### config.mk
export PLATFORM = sky130hd
export DESIGN_NAME = sram_arb_ctrl
export DESIGN_NICKNAME = d
export VERILOG_FILES = /design/src/rtl/sram_arb_ctrl_pkg.sv /design/src/rtl/sram_arb_ctrl_rr_arbiter_2.sv /design/src/rtl/sram_arb_ctrl.sv
export SDC_FILE = /design/constraint.sdc
export NUM_CORES = 1
export LEC_CHECK = 0
export BUFFER_PORTS_ARGS = -buffer_cell sky130_fd_sc_hd__buf_4
export CORE_AREA = 2 2 80 82
export DETAILED_ROUTE_END_ITERATION = 7
export DIE_AREA = 0 0 82 84
export PLACE_DENSITY = 0.77
export SYNTH_ARGS = -nofsm -noshare
export SYNTH_HDL_FRONTEND = slang
export SYNTH_HIERARCHICAL = 1
export SYNTH_SLANG_ARGS = --single-unit
### constraint.sdc
create_clock -name CLK -period 2.4 [get_ports CLK]
set_input_delay 0.36 -clock CLK [delete_from_list [all_inputs] [get_ports CLK]]
set_output_delay 0.36 -clock CLK [all_outputs]
set_load 0.02 [all_outputs]
### src/rtl/sram_arb_ctrl_pkg.sv
// ============================================================================
// Module      : sram_arb_ctrl_pkg
// Description : Shared types and constants for the SRAM arbiter/controller.
//               Holds the controller FSM state encoding and the number of
//               requesting ports.
// Revision    : 1.0 - initial release
// ============================================================================
`default_nettype none

package sram_arb_ctrl_pkg;

    // Number of requesting ports served by the controller.
    localparam int c_num_ports = 2;

    // Controller FSM: normal request service, or zero-fill sweep.
    typedef enum logic [0:0] {
        SERVE = 1'b0,
        CLEAR = 1'b1
    } state_t;

endpackage : sram_arb_ctrl_pkg

`default_nettype wire

### src/rtl/sram_arb_ctrl_rr_arbiter_2.sv
// ============================================================================
// Module      : rr_arbiter_2
// Description : Two-way round-robin arbiter. Grants at most one requester per
//               cycle; under contention the port that was not granted last
//               wins. The last-granted pointer resets to port 1 so port 0
//               wins the first contention.
// Ports       : CLK      - clock
//               reset    - asynchronous active-low reset
//               en       - grant enable (low forces no grant)
//               req      - per-port request
//               gnt      - one-hot grant
//               gnt_idx  - index of the granted port (valid when |gnt)
// Revision    : 1.0 - initial release
// ============================================================================
`default_nettype none

module rr_arbiter_2
    import sram_arb_ctrl_pkg::*;
(
    input  logic                   CLK,
    input  logic                   reset,
    input  logic                   en,
    input  logic [c_num_ports-1:0] req,
    output logic [c_num_ports-1:0] gnt,
    output logic                   gnt_idx
);

    logic r_last;

    always_comb begin
        gnt     = '0;
        gnt_idx = 1'b0;
        if (en) begin
            case (req)
                2'b01: begin
                    gnt     = 2'b01;
                    gnt_idx = 1'b0;
                end
                2'b10: begin
                    gnt     = 2'b10;
                    gnt_idx = 1'b1;
                end
                2'b11: begin
                    // Contention: hand the grant to the port not served last.
                    gnt_idx = ~r_last;
                    gnt     = r_last ? 2'b01 : 2'b10;
                end
                default: begin
                    gnt     = '0;
                    gnt_idx = 1'b0;
                end
            endcase
        end
    end

    always_ff @(posedge CLK or negedge reset) begin
        if (!reset) begin
            r_last <= 1'b1;
        end else if (|gnt) begin
            r_last <= gnt_idx;
        end
    end

endmodule : rr_arbiter_2

`default_nettype wire

### src/rtl/sram_arb_ctrl.sv
// ============================================================================
// Module      : sram_arb_ctrl
// Description : Two-port single-SRAM controller with round-robin arbitration
//               and a zero-fill sweep. Granted requests drive the SRAM pins
//               combinationally in the grant cycle; read data returns one
//               cycle later on the shared rsp_rdata with a per-port
//               rsp_valid strobe.
// Ports       : CLK, reset           - clock, async active-low reset
//               req_valid/we/addr/wdata - per-port requests (port p in bit /
//                                      slice p)
//               req_ready            - grant strobe per port
//               rsp_valid, rsp_rdata - read response (rdata = Q pass-through)
//               clr_start            - pulse to start zero-fill sweep
//               clr_busy, clr_done   - sweep active / end-of-sweep pulse
//               CEB, WEB, A, D, Q    - SRAM interface (enables active-low)
// Revision    : 1.0 - initial release
// ============================================================================
`default_nettype none

module sram_arb_ctrl
    import sram_arb_ctrl_pkg::*;
#(
    parameter int numWord     = 2048,
    parameter int numBit      = 32,
    parameter int numWordAddr = $clog2(numWord)
) (
    input  logic                              CLK,
    input  logic                              reset,
    input  logic [c_num_ports-1:0]            req_valid,
    input  logic [c_num_ports-1:0]            req_we,
    input  logic [c_num_ports*numWordAddr-1:0] req_addr,
    input  logic [c_num_ports*numBit-1:0]     req_wdata,
    output logic [c_num_ports-1:0]            req_ready,
    output logic [c_num_ports-1:0]            rsp_valid,
    output logic [numBit-1:0]                 rsp_rdata,
    input  logic                              clr_start,
    output logic                              clr_busy,
    output logic                              clr_done,
    output logic                              CEB,
    output logic                              WEB,
    output logic [numWordAddr-1:0]            A,
    output logic [numBit-1:0]                 D,
    input  logic [numBit-1:0]                 Q
);

    localparam logic [numWordAddr-1:0] c_last_addr = numWordAddr'(numWord - 1);

    state_t                   r_state;
    state_t                   w_state_next;
    logic [numWordAddr-1:0]   r_cnt;
    logic [numWordAddr-1:0]   w_cnt_next;
    logic [c_num_ports-1:0]   r_rsp_valid;
    logic                     r_clr_done;

    logic                     w_arb_en;
    logic [c_num_ports-1:0]   w_gnt;
    logic                     w_gnt_idx;
    logic                     w_sel_we;
    logic [numWordAddr-1:0]   w_sel_addr;
    logic [numBit-1:0]        w_sel_wdata;

    // Grants only in SERVE and never while reset is held, which also keeps
    // CEB/WEB deasserted during reset.
    assign w_arb_en = reset && (r_state == SERVE);

    rr_arbiter_2 u_arb (
        .CLK     (CLK),
        .reset   (reset),
        .en      (w_arb_en),
        .req     (req_valid),
        .gnt     (w_gnt),
        .gnt_idx (w_gnt_idx)
    );

    assign w_sel_we    = w_gnt_idx ? req_we[1] : req_we[0];
    assign w_sel_addr  = w_gnt_idx ? req_addr[2*numWordAddr-1:numWordAddr]
                                   : req_addr[numWordAddr-1:0];
    assign w_sel_wdata = w_gnt_idx ? req_wdata[2*numBit-1:numBit]
                                   : req_wdata[numBit-1:0];

    always_comb begin
        w_state_next = r_state;
        w_cnt_next   = r_cnt;
        CEB          = 1'b1;
        WEB          = 1'b1;
        A            = '0;
        D            = '0;
        case (r_state)
            SERVE: begin
                if (|w_gnt) begin
                    CEB = 1'b0;
                    WEB = ~w_sel_we;
                    A   = w_sel_addr;
                    D   = w_sel_wdata;
                end
                // A request granted this cycle still completes; the sweep
                // starts next cycle.
                if (clr_start) begin
                    w_state_next = CLEAR;
                    w_cnt_next   = '0;
                end
            end
            CLEAR: begin
                CEB = 1'b0;
                WEB = 1'b0;
                A   = r_cnt;
                D   = '0;
                // Counter holds at the last address instead of wrapping.
                if (r_cnt == c_last_addr) begin
                    w_state_next = SERVE;
                end else begin
                    w_cnt_next = r_cnt + 1'b1;
                end
            end
            default: begin
                w_state_next = SERVE;
            end
        endcase
    end

    always_ff @(posedge CLK or negedge reset) begin
        if (!reset) begin
            r_state     <= SERVE;
            r_cnt       <= '0;
            r_rsp_valid <= '0;
            r_clr_done  <= 1'b0;
        end else begin
            r_state     <= w_state_next;
            r_cnt       <= w_cnt_next;
            r_rsp_valid <= w_gnt & ~req_we;
            r_clr_done  <= (r_state == CLEAR) && (r_cnt == c_last_addr);
        end
    end

    assign req_ready = w_gnt;
    assign rsp_valid = r_rsp_valid;
    assign rsp_rdata = Q;
    assign clr_busy  = (r_state == CLEAR);
    assign clr_done  = r_clr_done;

endmodule : sram_arb_ctrl

`default_nettype wire

==> results.toml <==
[outcome]
status = "finished, final reports clean"

[clock_tree]
clock-sinks = 16
cts_tree = "built"
htreeDepth = 1
ctsHoldBuffers = 0
clk-insertion-delay-late_ns = 0.26
clkSlewWorstSetupHoldPaths_ns = 0.07
clock_path_buffers = 2
cts_buffers = 3
cts_root_buf = "clkbuf_8"

[global_route]
grt_overflow = 0
grt_pass1_vias = 2111
grt_pass1_wl_um = 10500
grt_util_all_layers_pct = 19.7
grt_start_max_net_pins = 23
grt_antenna_before_repair = 1

[synthesis]
yosysMostFrequentCell = "mux2i_1"
synth_edf_count = 0
syn_area_per_cell_um2 = 7.89
synthCells = 224
async_flop_share_pct = 100
ys_seq_elements = 16
ys.flop_type = "dfrtp_1"
synth.area.top_cells = "mux2i_1 25%, dfrtp_1 21%, buf_4 14%"
ys_top_cells_by_count = "44 x mux2i_1, 36 x nor2_1, 34 x buf_4, 18 x nand2_1, 15 x dfrtp_1"
synth_cell_types = 37
yosysTopAreaCell = "mux2i_1"
synth_top_area_share_pct = 24.9
ys_seq_area_share_pct = 22.7
yosysWarnings = 6
synthesis.nets = 350
syn_area_um2 = 1770

[floorplan]
die_h_um = 84
io_pins = 208
fp.dieW_um = 82
die_area_um2 = 6890
core-area_um2 = 6100
initial_utilization_pct = 29.0
num_rows = 29

[placement]
place_hpwl_um = 5170
portBuffers = 143
place_congestion = 0.751

[timing]
tightestPinTransition_ns = 0.370
setup_violations = 0
rsz0062_at_grt = "yes"
fmax_mhz = 420
finClkSkew_ns = 0.00521
finalSetupTns_ns = 0
hold_viol_final = 0
drv_slew = 0
fin_crit_ns = 2.38
slew_headroom_pct = 75.3
fin_crit_sh_pct = 99.3

[routing]
drtIter0Drc = 50
finalWirelength_um = 7740
vias = 2132
via_per_inst = 4.92
wire_per_inst_um = 17.9
drc = 0
antenna_violating_nets_post_route = 0
firstDrtPassIters = 4

[worst_setup_path]
max_stage_delay_ns = 0.42
path_max_fanout = 6
cp_cell_sequence = "nor2b_4 > nand2_2 > buf_4 > a21oi_4 > nor2_2 > or2_4 > buf_6 > buf_6 > nor2_4 > buf_6"
cp.required_ns = 2.04
arrival_ns = 2.02
r2r_end = "r_cnt[5]"
r2r_cells = 6
end_kind = "output pin"
worstSetupStartpointType = "flip-flop"
cp_common_cell = "buf_6"
critPathKind = "reg -> out"
path_buf_inv = 4
timing.critical_path.max_delay_family = "simple AND/OR/NAND/NOR gates"
crit_slowest_cell = "dfrtp_2"
r2r_slack_ns = 0.53
rr_startpoint = "r_cnt[0]"

[cells_and_area]
drive_above_1_share_pct = 76.7
num-nets-final = 483
area.growth.synth_to_final_pct = 125
utilization_pct = 65.3
antennaDiodeCount = 0

[pwr]
clkPwrFrac_pct = 33.1
sw_frac_of_total_pct = 25.7
p_seq_share_pct = 35.9
pwr-share-comb_pct = 31.0
cell_internal_pwr_mw = 0.557
p_switching_mw = 0.193
power.leakage_nw = 1.64
peakVddDrop_mv = 0.167
power_density_nw_per_um2 = 188

[worst_hold_path]
hold_class = "in -> async"

[flow_run]
maxCapViolations = 0
==> routing by layer <==
layer	part of all wire [%]	track usage [%]
met3	9.4	5.52
met5	0.17	0
met1	33	20.0
met2	55	38.0
met4	2.3	4.70
==> cell type report <==
type	instances	area [µm²]
fillers	456	2110
multi-input cells	156	1790
repair buffers	174	1610
flip-flops and latches	16	403
well taps	77	96.3
clock buffers	4	55.1
inverters	6	22.5
==> kinds of logic (layout without fill, tap and decap cells) <==
family	after synthesis	in the layout	share of synthesized area (%)
and+or+nand+nor	76	76	19.0
AOI/OAI and AO/OA	31	31	12.2
xor gates and xnor gates	4	4	1.98
buffers and inverters	52	184	18.5
DFF	16	16	22.7
muxes	44	44	24.9
adders and majority gates	1	1	0.708
==> worst max-delay path by stage <==
| stage | from | end | slack (ns) | depth (start not counted) |
|---|---|---|---|---|
| 5_1_grt | clr_busy | D[28] | -0.06 | 10 |
| 3_5_place_dp | reset | D[29] | 0.07 | 9 |
| 4_1_cts | clr_busy | A[8] | 0.0003 | 9 |
| 6_report | clr_busy | D[28] | 0.02 | 10 |
| 3_3_place_gp | reset | D[24] | 0.15 | 9 |
| 2_1_floorplan | clr_busy | A[0] | -0.06 | 8 |
==> state kept, by name (all words and copies together) (netlist names) <==
| register | cells |
|---|---|
| clr_busy | 1 |
| clr_done | 1 |
| r_cnt | 11 |
| rsp_valid | 2 |
| u_arb/r_last | 1 |
==> worst reg2reg max path: stages (launching register included) <==
cell and delay [ns]:
dfrtp_1 0.41, ha_1 0.22, nand3_2 0.18, o41ai_2 0.35, and2_1 0.40, inv_2 0.07, o221ai_2 0.15
==> repair_timing <==
item,in CTS,in global routing
gates cloned,4,2
setup endpoints to repair,44,42
buffers inserted,7,7
gates resized for setup,61,61
pin swaps,1,7
==> layout by cell type, fill, tap and decap left out, drive strengths merged, types with 2 or more instances in the layout <==
cell,count
a21oi,5
nand2,18
inv,6
clkbuf,6
nor3,5
o41ai,2
mux2i,44
buf,171
nor2b,3
nor2,36
o21ai,14
a22o,5
dfrtp,15
xor2,3
nand3,5
or2,2
==> metrics by stage <==
| step | hold WS (ns) | instance area (µm²) | setup slack (ns) | total power [mW] | instances |
|---|---|---|---|---|---|
| after floorplan | 0.0644 | 2120 | -0.0604 | 0.393 | 224 |
| after global placement | 0.340 | 3110 | 0.145 | 0.438 | 411 |
| after detailed placement | 0.341 | 3110 | 0.0728 | 0.443 | 411 |
| after CTS | 0.0647 | 3630 | 0.000276 | 0.737 | 426 |
| after global routing | 0.0795 | 3980 | -0.0608 | 0.783 | 433 |
| final | 0.0579 | 3980 | 0.0164 | 0.751 | 433 |
==> power by group through the flow <==
stage	Sequential, mW	Combinational (mW)	Clock, mW
after floorplan	0.275	0.118	0
after global placement	0.275	0.164	0
after detailed placement	0.275	0.168	0
after CTS	0.270	0.212	0.256
after global routing	0.269	0.246	0.268
final	0.270	0.233	0.248
Note: power is estimated with default switching activity, not from simulation.
